===== src/rtl/axi_lite_mem_arbiter_if.sv =====
// AXI-lite bus bundle shared by the two arbiter masters and the SRAM slave port.
// Handshake: a transfer completes on a posedge where valid && ready are both 1; the source holds valid and payload until then.
interface axi_lite_mem_arbiter_if #(
  parameter int ADDR_W = 32,
  parameter int DATA_W = 32,
  parameter int STRB_W = 32
);
  logic [ADDR_W-1:0] araddr;
  logic              arvalid;
  logic              arready;
  logic [DATA_W-1:0] rdata;
  logic              rresp;
  logic              rvalid;
  logic              rready;
  logic [ADDR_W-1:0] awaddr;
  logic              awvalid;
  logic              awready;
  logic [DATA_W-1:0] wdata;
  logic [STRB_W-1:0] wstrb;
  logic              wvalid;
  logic              wready;
  logic              bresp;
  logic              bvalid;
  logic              bready;

  modport master (
    output araddr, arvalid, rready, awaddr, awvalid, wdata, wstrb, wvalid, bready,
    input  arready, rdata, rresp, rvalid, awready, wready, bresp, bvalid
  );

  modport slave (
    input  araddr, arvalid, rready, awaddr, awvalid, wdata, wstrb, wvalid, bready,
    output arready, rdata, rresp, rvalid, awready, wready, bresp, bvalid
  );
endinterface


===== src/rtl/axi_lite_mem_arbiter.sv =====
// Shares one AXI-lite SRAM between the IFU (m0, read-only) and the LSU (m1, read/write).
// Reads are round-robin arbitrated; one LSU write is tracked and LSU reads wait for it to finish.
module axi_lite_mem_arbiter #(
  parameter int ADDR_W    = 32,
  parameter int DATA_W    = 32,
  parameter int STRB_W    = 32,
  parameter bit INIT_PRIO = 1'b1
) (
  input  logic                   clk,
  input  logic                   rst,
  axi_lite_mem_arbiter_if.slave  m0,
  axi_lite_mem_arbiter_if.slave  m1,
  axi_lite_mem_arbiter_if.master s,
  output logic [1:0]             dbg_rstate,
  output logic [1:0]             dbg_wstate
);
  localparam logic [1:0] R_IDLE = 2'd0;
  localparam logic [1:0] R_ADDR = 2'd1;
  localparam logic [1:0] R_DATA = 2'd2;

  localparam logic [1:0] W_IDLE = 2'd0;
  localparam logic [1:0] W_ADDR = 2'd1;
  localparam logic [1:0] W_DATA = 2'd2;
  localparam logic [1:0] W_RESP = 2'd3;

  logic [1:0]        rstate, rstate_nxt;
  logic [1:0]        wstate, wstate_nxt;
  logic              grant, grant_nxt;
  logic              last_grant, last_grant_nxt;
  logic              req0, req1;
  logic              in_raddr, in_rdata;
  logic              ar_hs, r_hs, aw_hs, w_hs, b_hs;
  logic [ADDR_W-1:0] araddr_sel;
  logic [DATA_W-1:0] rdata_bus;
  logic [STRB_W-1:0] wstrb_bus;
  logic              unused_m0_write;

  // An LSU read also waits when its write address rises in the same cycle.
  assign req0 = m0.arvalid;
  assign req1 = m1.arvalid && (wstate == W_IDLE) && !m1.awvalid;

  assign in_raddr = (rstate == R_ADDR);
  assign in_rdata = (rstate == R_DATA);

  // Read address channel
  assign araddr_sel = grant ? m1.araddr : m0.araddr;
  assign s.araddr   = in_raddr ? araddr_sel : '0;
  assign s.arvalid  = in_raddr && (grant ? m1.arvalid : m0.arvalid);
  assign m0.arready = in_raddr && !grant && s.arready;
  assign m1.arready = in_raddr &&  grant && s.arready;

  // Read data channel: data always flows, only valid/ready are gated
  assign rdata_bus  = s.rdata;
  assign m0.rdata   = rdata_bus;
  assign m1.rdata   = rdata_bus;
  assign m0.rresp   = s.rresp;
  assign m1.rresp   = s.rresp;
  assign s.rready   = in_rdata && (grant ? m1.rready : m0.rready);
  assign m0.rvalid  = in_rdata && !grant && s.rvalid;
  assign m1.rvalid  = in_rdata &&  grant && s.rvalid;

  // Write channels, LSU only
  assign wstrb_bus  = m1.wstrb;
  assign s.awaddr   = m1.awaddr;
  assign s.wdata    = m1.wdata;
  assign s.wstrb    = wstrb_bus;
  assign s.awvalid  = (wstate == W_ADDR) && m1.awvalid;
  assign m1.awready = (wstate == W_ADDR) && s.awready;
  assign s.wvalid   = (wstate == W_DATA) && m1.wvalid;
  assign m1.wready  = (wstate == W_DATA) && s.wready;
  assign m1.bvalid  = (wstate == W_RESP) && s.bvalid;
  assign s.bready   = (wstate == W_RESP) && m1.bready;
  assign m1.bresp   = s.bresp;

  // The IFU never writes
  assign m0.awready = 1'b0;
  assign m0.wready  = 1'b0;
  assign m0.bvalid  = 1'b0;
  assign m0.bresp   = 1'b0;
  assign unused_m0_write = ^{m0.awaddr, m0.awvalid, m0.wdata, m0.wstrb, m0.wvalid, m0.bready};

  assign ar_hs = s.arvalid && s.arready;
  assign r_hs  = s.rvalid  && s.rready;
  assign aw_hs = s.awvalid && s.awready;
  assign w_hs  = s.wvalid  && s.wready;
  assign b_hs  = s.bvalid  && s.bready;

  always_comb begin
    rstate_nxt     = rstate;
    grant_nxt      = grant;
    last_grant_nxt = last_grant;
    case (rstate)
      R_IDLE: begin
        if (req0 || req1) begin
          grant_nxt      = (req0 && req1) ? !last_grant : req1;
          last_grant_nxt = grant_nxt;
          rstate_nxt     = R_ADDR;
        end
      end
      R_ADDR:  if (ar_hs) rstate_nxt = R_DATA;
      R_DATA:  if (r_hs)  rstate_nxt = R_IDLE;
      default: rstate_nxt = R_IDLE;
    endcase
  end

  always_comb begin
    wstate_nxt = wstate;
    case (wstate)
      W_IDLE:  if (m1.awvalid) wstate_nxt = W_ADDR;
      W_ADDR:  if (aw_hs)      wstate_nxt = W_DATA;
      W_DATA:  if (w_hs)       wstate_nxt = W_RESP;
      W_RESP:  if (b_hs)       wstate_nxt = W_IDLE;
      default: wstate_nxt = W_IDLE;
    endcase
  end

  always_ff @(posedge clk or negedge rst) begin
    if (!rst) begin
      rstate     <= R_IDLE;
      wstate     <= W_IDLE;
      grant      <= 1'b0;
      last_grant <= !INIT_PRIO;
    end else begin
      rstate     <= rstate_nxt;
      wstate     <= wstate_nxt;
      grant      <= grant_nxt;
      last_grant <= last_grant_nxt;
    end
  end

  assign dbg_rstate = rstate;
  assign dbg_wstate = wstate;
endmodule


===== src/flat_wrapper.sv =====
// flat-port wrapper written by rule: the top's interface ports become plain ports
module axi_lite_mem_arbiter_flat 
#(
  parameter int ADDR_W    = 32,
  parameter int DATA_W    = 32,
  parameter int STRB_W    = 32,
  parameter bit INIT_PRIO = 1'b1
)
  (clk, rst, dbg_rstate, dbg_wstate, m0_araddr, m0_arvalid, m0_rready, m0_awaddr, m0_awvalid, m0_wdata, m0_wstrb, m0_wvalid, m0_bready, m0_arready, m0_rdata, m0_rresp, m0_rvalid, m0_awready, m0_wready, m0_bresp, m0_bvalid, m1_araddr, m1_arvalid, m1_rready, m1_awaddr, m1_awvalid, m1_wdata, m1_wstrb, m1_wvalid, m1_bready, m1_arready, m1_rdata, m1_rresp, m1_rvalid, m1_awready, m1_wready, m1_bresp, m1_bvalid, s_araddr, s_arvalid, s_rready, s_awaddr, s_awvalid, s_wdata, s_wstrb, s_wvalid, s_bready, s_arready, s_rdata, s_rresp, s_rvalid, s_awready, s_wready, s_bresp, s_bvalid);
  axi_lite_mem_arbiter_if #(.ADDR_W(ADDR_W), .DATA_W(DATA_W), .STRB_W(STRB_W)) m0_i ();
  axi_lite_mem_arbiter_if #(.ADDR_W(ADDR_W), .DATA_W(DATA_W), .STRB_W(STRB_W)) m1_i ();
  axi_lite_mem_arbiter_if #(.ADDR_W(ADDR_W), .DATA_W(DATA_W), .STRB_W(STRB_W)) s_i ();
  input  logic clk;
  input  logic rst;
  output logic [1:0] dbg_rstate;
  output logic [1:0] dbg_wstate;
  input wire logic [$bits(m0_i.araddr)-1:0] m0_araddr;
  input wire logic [$bits(m0_i.arvalid)-1:0] m0_arvalid;
  input wire logic [$bits(m0_i.rready)-1:0] m0_rready;
  input wire logic [$bits(m0_i.awaddr)-1:0] m0_awaddr;
  input wire logic [$bits(m0_i.awvalid)-1:0] m0_awvalid;
  input wire logic [$bits(m0_i.wdata)-1:0] m0_wdata;
  input wire logic [$bits(m0_i.wstrb)-1:0] m0_wstrb;
  input wire logic [$bits(m0_i.wvalid)-1:0] m0_wvalid;
  input wire logic [$bits(m0_i.bready)-1:0] m0_bready;
  output wire logic [$bits(m0_i.arready)-1:0] m0_arready;
  output wire logic [$bits(m0_i.rdata)-1:0] m0_rdata;
  output wire logic [$bits(m0_i.rresp)-1:0] m0_rresp;
  output wire logic [$bits(m0_i.rvalid)-1:0] m0_rvalid;
  output wire logic [$bits(m0_i.awready)-1:0] m0_awready;
  output wire logic [$bits(m0_i.wready)-1:0] m0_wready;
  output wire logic [$bits(m0_i.bresp)-1:0] m0_bresp;
  output wire logic [$bits(m0_i.bvalid)-1:0] m0_bvalid;
  input wire logic [$bits(m1_i.araddr)-1:0] m1_araddr;
  input wire logic [$bits(m1_i.arvalid)-1:0] m1_arvalid;
  input wire logic [$bits(m1_i.rready)-1:0] m1_rready;
  input wire logic [$bits(m1_i.awaddr)-1:0] m1_awaddr;
  input wire logic [$bits(m1_i.awvalid)-1:0] m1_awvalid;
  input wire logic [$bits(m1_i.wdata)-1:0] m1_wdata;
  input wire logic [$bits(m1_i.wstrb)-1:0] m1_wstrb;
  input wire logic [$bits(m1_i.wvalid)-1:0] m1_wvalid;
  input wire logic [$bits(m1_i.bready)-1:0] m1_bready;
  output wire logic [$bits(m1_i.arready)-1:0] m1_arready;
  output wire logic [$bits(m1_i.rdata)-1:0] m1_rdata;
  output wire logic [$bits(m1_i.rresp)-1:0] m1_rresp;
  output wire logic [$bits(m1_i.rvalid)-1:0] m1_rvalid;
  output wire logic [$bits(m1_i.awready)-1:0] m1_awready;
  output wire logic [$bits(m1_i.wready)-1:0] m1_wready;
  output wire logic [$bits(m1_i.bresp)-1:0] m1_bresp;
  output wire logic [$bits(m1_i.bvalid)-1:0] m1_bvalid;
  output wire logic [$bits(s_i.araddr)-1:0] s_araddr;
  output wire logic [$bits(s_i.arvalid)-1:0] s_arvalid;
  output wire logic [$bits(s_i.rready)-1:0] s_rready;
  output wire logic [$bits(s_i.awaddr)-1:0] s_awaddr;
  output wire logic [$bits(s_i.awvalid)-1:0] s_awvalid;
  output wire logic [$bits(s_i.wdata)-1:0] s_wdata;
  output wire logic [$bits(s_i.wstrb)-1:0] s_wstrb;
  output wire logic [$bits(s_i.wvalid)-1:0] s_wvalid;
  output wire logic [$bits(s_i.bready)-1:0] s_bready;
  input wire logic [$bits(s_i.arready)-1:0] s_arready;
  input wire logic [$bits(s_i.rdata)-1:0] s_rdata;
  input wire logic [$bits(s_i.rresp)-1:0] s_rresp;
  input wire logic [$bits(s_i.rvalid)-1:0] s_rvalid;
  input wire logic [$bits(s_i.awready)-1:0] s_awready;
  input wire logic [$bits(s_i.wready)-1:0] s_wready;
  input wire logic [$bits(s_i.bresp)-1:0] s_bresp;
  input wire logic [$bits(s_i.bvalid)-1:0] s_bvalid;
  assign m0_i.araddr = m0_araddr;
  assign m0_i.arvalid = m0_arvalid;
  assign m0_i.rready = m0_rready;
  assign m0_i.awaddr = m0_awaddr;
  assign m0_i.awvalid = m0_awvalid;
  assign m0_i.wdata = m0_wdata;
  assign m0_i.wstrb = m0_wstrb;
  assign m0_i.wvalid = m0_wvalid;
  assign m0_i.bready = m0_bready;
  assign m0_arready = m0_i.arready;
  assign m0_rdata = m0_i.rdata;
  assign m0_rresp = m0_i.rresp;
  assign m0_rvalid = m0_i.rvalid;
  assign m0_awready = m0_i.awready;
  assign m0_wready = m0_i.wready;
  assign m0_bresp = m0_i.bresp;
  assign m0_bvalid = m0_i.bvalid;
  assign m1_i.araddr = m1_araddr;
  assign m1_i.arvalid = m1_arvalid;
  assign m1_i.rready = m1_rready;
  assign m1_i.awaddr = m1_awaddr;
  assign m1_i.awvalid = m1_awvalid;
  assign m1_i.wdata = m1_wdata;
  assign m1_i.wstrb = m1_wstrb;
  assign m1_i.wvalid = m1_wvalid;
  assign m1_i.bready = m1_bready;
  assign m1_arready = m1_i.arready;
  assign m1_rdata = m1_i.rdata;
  assign m1_rresp = m1_i.rresp;
  assign m1_rvalid = m1_i.rvalid;
  assign m1_awready = m1_i.awready;
  assign m1_wready = m1_i.wready;
  assign m1_bresp = m1_i.bresp;
  assign m1_bvalid = m1_i.bvalid;
  assign s_araddr = s_i.araddr;
  assign s_arvalid = s_i.arvalid;
  assign s_rready = s_i.rready;
  assign s_awaddr = s_i.awaddr;
  assign s_awvalid = s_i.awvalid;
  assign s_wdata = s_i.wdata;
  assign s_wstrb = s_i.wstrb;
  assign s_wvalid = s_i.wvalid;
  assign s_bready = s_i.bready;
  assign s_i.arready = s_arready;
  assign s_i.rdata = s_rdata;
  assign s_i.rresp = s_rresp;
  assign s_i.rvalid = s_rvalid;
  assign s_i.awready = s_awready;
  assign s_i.wready = s_wready;
  assign s_i.bresp = s_bresp;
  assign s_i.bvalid = s_bvalid;
  axi_lite_mem_arbiter #(.ADDR_W(ADDR_W), .DATA_W(DATA_W), .STRB_W(STRB_W), .INIT_PRIO(INIT_PRIO)) u_core (.clk(clk), .rst(rst), .m0(m0_i), .m1(m1_i), .s(s_i), .dbg_rstate(dbg_rstate), .dbg_wstate(dbg_wstate));
endmodule

===== config.mk =====
export PLATFORM = sky130hd
export DESIGN_NAME = axi_lite_mem_arbiter_flat
export DESIGN_NICKNAME = d
export VERILOG_FILES = /design/src/rtl/axi_lite_mem_arbiter_if.sv /design/src/rtl/axi_lite_mem_arbiter.sv /design/src/flat_wrapper.sv
export SDC_FILE = /design/constraint.sdc
export NUM_CORES = 1
export LEC_CHECK = 0
export ABC_AREA = 1
export ABC_CLOCK_PERIOD_IN_PS = 3700
export CAP_MARGIN = 20
export CORE_AREA = 2 2 205 207
export CTS_BUF_LIST = sky130_fd_sc_hd__clkbuf_4 sky130_fd_sc_hd__clkbuf_8
export CTS_CLUSTER_SIZE = 10
export DETAILED_ROUTE_END_ITERATION = 10
export DIE_AREA = 0 0 207 209
export PLACE_DENSITY_LB_ADDON = 0.2
export SYNTH_ARGS = -nofsm -noshare
export SYNTH_HDL_FRONTEND = slang
export SYNTH_SLANG_ARGS = --single-unit

===== constraint.sdc =====
create_clock -name clk -period 3.7 [get_ports clk]
set_input_delay 1.11 -clock clk [delete_from_list [all_inputs] [get_ports clk]]
set_output_delay 1.11 -clock clk [all_outputs]
set_load 0.05 [all_outputs]

==> results of run 1 <==
## sequential cells by signal (all words and copies together), names as in the netlist
name,count
u_core.dbg_wstate,2
u_core.grant,1
u_core.dbg_rstate,2
## kinds of logic after synthesis
group / after synthesis / synth area share
and+or+nand+nor: 136 / 0.273
buffers and inverters: 197 / 0.627
DFF: 5 / 0.0562
other: 1 / 0.00168
adders and majority gates: 4 / 0.0225
AOI/OAI and AO/OA: 8 / 0.0197
## metal layers
layer | global-route usage | vias to the layer above | wire (um)
li1 | - | 845 | -
met1 | 0.0327 | 797 | 2730
met2 | 0.0656 | 142 | 4360
met3 | 0.0156 | 91 | 1070
met4 | 0.0384 | 0 | 807
met5 | 0 | - | 0
## critical path: cells and delay by family
family | cells | cell delay [ns]
buffers and inverters | 3 | 0.65
and+or+nand+nor | 2 | 0.26
AOI/OAI and AO/OA | 1 | 0.11
## placed cells by master, fill, tap and decap left out
cell and instances:
clkbuf_8 3, inv_2 2, nand3_1 66, or2_2 1, clkbuf_4 1, ha_1 4, nor2_1 6, inv_1 14
conb_1 4, nor2_4 1, clkdlybuf4s50_1 81, dfrtp_1 4, o22ai_1 1, buf_4 5, nor3_1 3, o21bai_1 1
dfrtp_2 1, buf_12 44, o21ai_0 6, nand2_1 59
## layout make-up
cell class                 count  area [sq um]  area share
tap                          539           674       0.201
sequential                     5           126      0.0377
clock buffer                   4          48.8      0.0145
multi-input combinational    152           716       0.213
timing repair buffer         130          1730       0.515
inverter                      16          60.1      0.0179
## where the power goes
group	internal, mW	switching (mW)	leakage (nW)	total [mW]
clock network	0.0812	0.0258	0.0262	0.107
registers	0.0839	0.0366	0.0611	0.121
logic	1.13	1.62	1.23	2.75
total	1.29	1.68	1.31	2.97
## worst paths after layout
kind	from	endpoint	slack, ns	cells after the start
max	m1_rready	s_rready	0.45	6
min	u_core.dbg_wstate[1]	u_core.dbg_wstate[1]	0.63	2
max reg2reg	u_core.grant	u_core.dbg_rstate[0]	2.28	6
min reg2reg	u_core.dbg_wstate[1]	u_core.dbg_wstate[1]	0.63	2
max in group asynchronous	rst	u_core.grant	2.39	1
min in group asynchronous	rst	u_core.dbg_rstate[1]	1.11	1
==> summary.md, run 1 <==
| Metric | Value |
|---|---|
| Status | completed |
| Cts repair resizes | 0 |
| Mapped Cells | 351 |
| Clock Skew | 0.00147 ns |
| Placed instance count | 842 |
| Synth-to-layout area growth | 50.7% |
| Number of global-route vias before repair | 1965 |
| Design Area, Final | 3350 sq um |
| Synth top area share | 0.567 |
| CTS sink cnt | 5 |
| Slowest CP cell | clkdlybuf4s50_1 |
| H-tree depth | 1 |
| Die width | 207 um |
| Dpl ws | 0.421 ns |
| Slew HR | 0.566 |
| Average wire per standard cell | 10.6 um |
| CTS hold repair buffers | 0 |
| Critical path class | in -> out |
| Cell Pwr Density | 887 nW/um^2 |
| Final Instance Count excl. Fillers | 846 |
| Yosys reg bits | 5 |
| Layout Utilization | 0.0812 |
| DRC Markers | 0 |
| Die Height | 209 um |
| First-pass GRT wire length | 12.2 mm |
| Number of detailed-route iterations in the first pass | 4 |
| VDD IR max | 338 uV |
| Ant diodes | 0 |
| CTS clk-pin slew, worst paths | 0.03 ns |
| I/O pin total | 522 |
| Largest net degree at the start of global routing | 39 |
| Sequential area share after synthesis | 0.0562 |
| Post-synth ARST share | 1.00 |
| Detailed-placement wirelength estimate | 7.38 mm |
| CP max stage delay | 0.45 ns |
| Count of nets after finishing | 619 |
| Placed Area | 3310 sq um |
| Max Cap Violations | 0 |
| Setup_tns | 0 ns |
| Worst-case clock buffer depth | 2 |
| Total GRT Usage | 0.0380 |
| Synth top area cells | buf_4 57%, nand3_1 15%, nand2_1 9.9%, dfrtp_1 5.6%, inv_1 2.4% |
| CTS tree | yes |
| Placer Congestion | 0.632 |
| Post-layout min period | 3.25 ns |
| Share of cells above drive strength 1 | 0.189 |
| Pleak | 1.31 nW |
| Worst Tran Pin Value | 0.651 ns |
| Yosys cell types | 19 |
| Count leader, synth | buf_4 |
| Main flop type after synthesis | dfrtp_1 |
| Total chip power | 2.97 mW |
| Number of synthesized flops with an enable pin | 0 |
| Final hold vios | 0 |
| Fill cells | 4866 |
| Routed vias | 1875 |
| Synth Warn # | 0 |
| Setup violations, final | 0 |
| Initial core utilization | 0.0539 |
| Global route overflow | 0 |
| Num rows | 75 |
| TritonCTS buffer count | 3 |
| Die area | 43300 sq um |
| Slew Limit Fails | 0 |
| Tcrit/Tclk final | 0.880 |
| Buffers on Ports | 125 |
| Unrepaired setup endpoints after global routing | no |
| Crit path cell chain | clkdlybuf4s50_1 -> inv_1 -> nand2_1 -> o21ai_0 -> nor2_1 -> buf_12 |
| Root Buffer | clkbuf_8 |
| Post-CTS Setup Bufs | 0 |
| Final ANT Viol Nets | 0 |
| WP data required | 2.59 ns |
| Syn Area/Cell | 6.34 sq um |
| Latest clock arrival within the worst-skew pair | 0.22 ns |
| Final worst slack | 0.445 ns |
| Core area | 41300 sq um |
| Worst hold slack | 0.633 ns |
| Vias per cell | 2.22 |
| Mapped cell area | 2230 sq um |
| Initial antenna violation count | 0 |
| Worst setup SP type | input pin |
| Top cells by count, synth | 168 x buf_4, 66 x nand3_1, 59 x nand2_1 |
| 1st-iter DRT viols | 41 |
| Hold Path Class | reg -> reg |
| Kind of end point of the critical path | primary output |
| Yosys top cell by area | buf_4 |
| Routed WL | 8.96 mm |
| Top achievable clock speed | 307 MHz |
| WP data arrival | 2.14 ns |
| Crit Path Max Fanout | 2 |
Power figures use the tool's default switching activity.
==> inputs of run 2 (changes only) <==
- PLACE_DENSITY: default -> 0.4
- PLACE_DENSITY_LB_ADDON: 0.2 -> default
- SKIP_LAST_GASP: default -> 1
==> run 2 against run 1 <==
Sequential share of layout area about the same. Die area unchanged. First-iteration DRC count up 9.8%. Combinational power about the same. Largest power group unchanged. Via count down 0.69%. Sequential power about the same. Register-to-register slack worse by 0.02 ns. Maximum frequency down 1.3%. Final cell count down 0.12%. Count of clock-buffer cells in the layout unchanged. Worst hold slack worse by 0.032 ns. Final area down 0.22%.
==> summary.md, run 2 (synthesis results as in run 1) <==
| Metric | Value |
|---|---|
| Design Area, Final | 3350 sq um |
| Root Buffer | clkbuf_8 |
| Internal reg-to-reg setup slack | 2.26 ns |
| Initial antenna violation count | 0 |
| CTS sink cnt | 5 |
| Worst Hold Endpoint | u_core.dbg_wstate[1] |
| Initial core utilization | 0.0539 |
| First-pass GRT wire length | 12.2 mm |
| Latest clock arrival within the worst-skew pair | 0.22 ns |
| Placed Area | 3300 sq um |
| Setup violations, final | 0 |
| Kind of end point of the critical path | primary output |
| VDD IR max | 303 uV |
| Crit Path Max Fanout | 2 |
| WP data required | 2.59 ns |
| Worst-case clock buffer depth | 2 |
| Post-CTS Setup Bufs | 0 |
| Worst setup SP type | input pin |
| Cts repair resizes | 0 |
| Count of nets after finishing | 618 |
| Hold Path Class | reg -> reg |
| Final worst slack | 0.402 ns |
| Pleak | 1.31 nW |
| Average wire per standard cell | 10.4 um |
| Num rows | 75 |
| DRC Markers | 0 |
| H-tree depth | 1 |
| Critical path class | in -> out |
| Routed WL | 8.77 mm |
| Vias per cell | 2.20 |
| Worst r2r src | u_core.grant |
| Number of detailed-route iterations in the first pass | 4 |
| Top achievable clock speed | 303 MHz |
| Unrepaired setup endpoints after global routing | no |
| Most common cell after layout, fill and taps aside | clkdlybuf4s50_1 |
| Dpl ws | 0.367 ns |
| Worst r2r dst | u_core.dbg_rstate[0] |
| Clock Skew | 0.0000360 ns |
| Core area | 41300 sq um |
| Slew Limit Fails | 0 |
| 1st-iter DRT viols | 45 |
| Die width | 207 um |
| R2R cell count | 6 |
| CTS tree | yes |
| Share of cells above drive strength 1 | 0.186 |
| Tcrit/Tclk final | 0.891 |
| Final hold vios | 0 |
| Slowest CP cell | clkdlybuf4s50_1 |
| Fill cells | 4839 |
| CTS hold repair buffers | 0 |
| Cell family with the largest share of critical-path delay | buffers and inverters |
| Crit path cell chain | clkdlybuf4s50_1 -> inv_1 -> o22ai_1 -> buf_12 |
| Status | completed |
| Ant diodes | 0 |
| CTS clk-pin slew, worst paths | 0.03 ns |
| Number of global-route vias before repair | 1859 |
| Largest net degree at the start of global routing | 56 |
| Setup_tns | 0 ns |
| Die area | 43300 sq um |
| TritonCTS buffer count | 3 |
| WHS Path Cells | 2 |
| Post-layout min period | 3.30 ns |
| Buffers on Ports | 125 |
| Most frequent cells in the layout | 81 x clkdlybuf4s50_1, 66 x nand3_1, 59 x nand2_1, 44 x buf_12, 14 x inv_1 |
| WP data arrival | 2.19 ns |
| Die Height | 209 um |
| Final ANT Viol Nets | 0 |
| Max Cap Violations | 0 |
| Total chip power | 2.96 mW |
| Slew HR | 0.617 |
| Worst Tran Pin Value | 0.573 ns |
| Global route overflow | 0 |
| Routed vias | 1862 |
| I/O pin total | 522 |
| Min-delay src | u_core.dbg_wstate[1] |
| CP Buf/Inv Count | 3 |
| Total GRT Usage | 0.0377 |
| Detailed-placement wirelength estimate | 7.33 mm |
| Cell Pwr Density | 886 nW/um^2 |
| Placer Congestion | 0.686 |
| Synth-to-layout area growth | 50.4% |
| CP max stage delay | 0.49 ns |
[run 2: changes by cell type in the layout (fill, tap and decap cells not counted)]
| cell | change |
|---|---|
| buf_4 | -1 |
[run 2: routing by layer]
layer	vias to the layer above	wire length, um	global-route usage
met5	-	0	0
met4	0	697	0.0330
met3	79	1240	0.0171
met2	170	4050	0.0602
met1	772	2790	0.0371
li1	841	-	-
[run 2: final cells by class]
class / count / area (sq um) / area share
tap: 539 / 674 / 0.201
timing repair buffer: 129 / 1720 / 0.514
sequential: 5 / 126 / 0.0378
inverter: 16 / 60.1 / 0.0179
clock buffer: 4 / 48.8 / 0.0146
multi-input combinational: 152 / 716 / 0.214
[run 2: worst max-delay path by stage]
stage,startpoint,endpoint,slack (ns),depth (start not counted)
floorplan,s_rvalid,m0_rvalid,0.36,2
global placement,m1_arvalid,s_arvalid,0.36,4
detailed placement,m1_arvalid,s_arvalid,0.37,4
CTS,m1_arvalid,s_arvalid,0.37,4
global route,m1_arvalid,s_arvalid,0.34,4
finish,m1_arvalid,s_arvalid,0.40,4
[run 2: per-stage QoR]
step / std cells / hold slack, ns / util
finish: 845 / 0.601 / 0.0811
global route: 845 / 0.642 / 0.0811
CTS: 845 / 0.621 / 0.0811
detailed placement: 841 / 0.613 / 0.0799
global placement: 841 / 0.595 / 0.0799
floorplan: 354 / 0.609 / -
[run 2: worst register-to-register path, delay by kind of cell (launching register included)]
kind	cells	cell delay, ns
AO/OA/AOI/OAI	1	0.09
buffers and inverters	1	0.44
flip-flops	1	0.35
AND/OR/NAND/NOR	4	0.44
[run 2: where the power goes]
part / switching, mW / internal [mW] / leakage [nW]
clock network: 0.0263 / 0.0812 / 0.0262
logic: 1.62 / 1.12 / 1.22
registers: 0.0359 / 0.0839 / 0.0611
total: 1.68 / 1.28 / 1.31
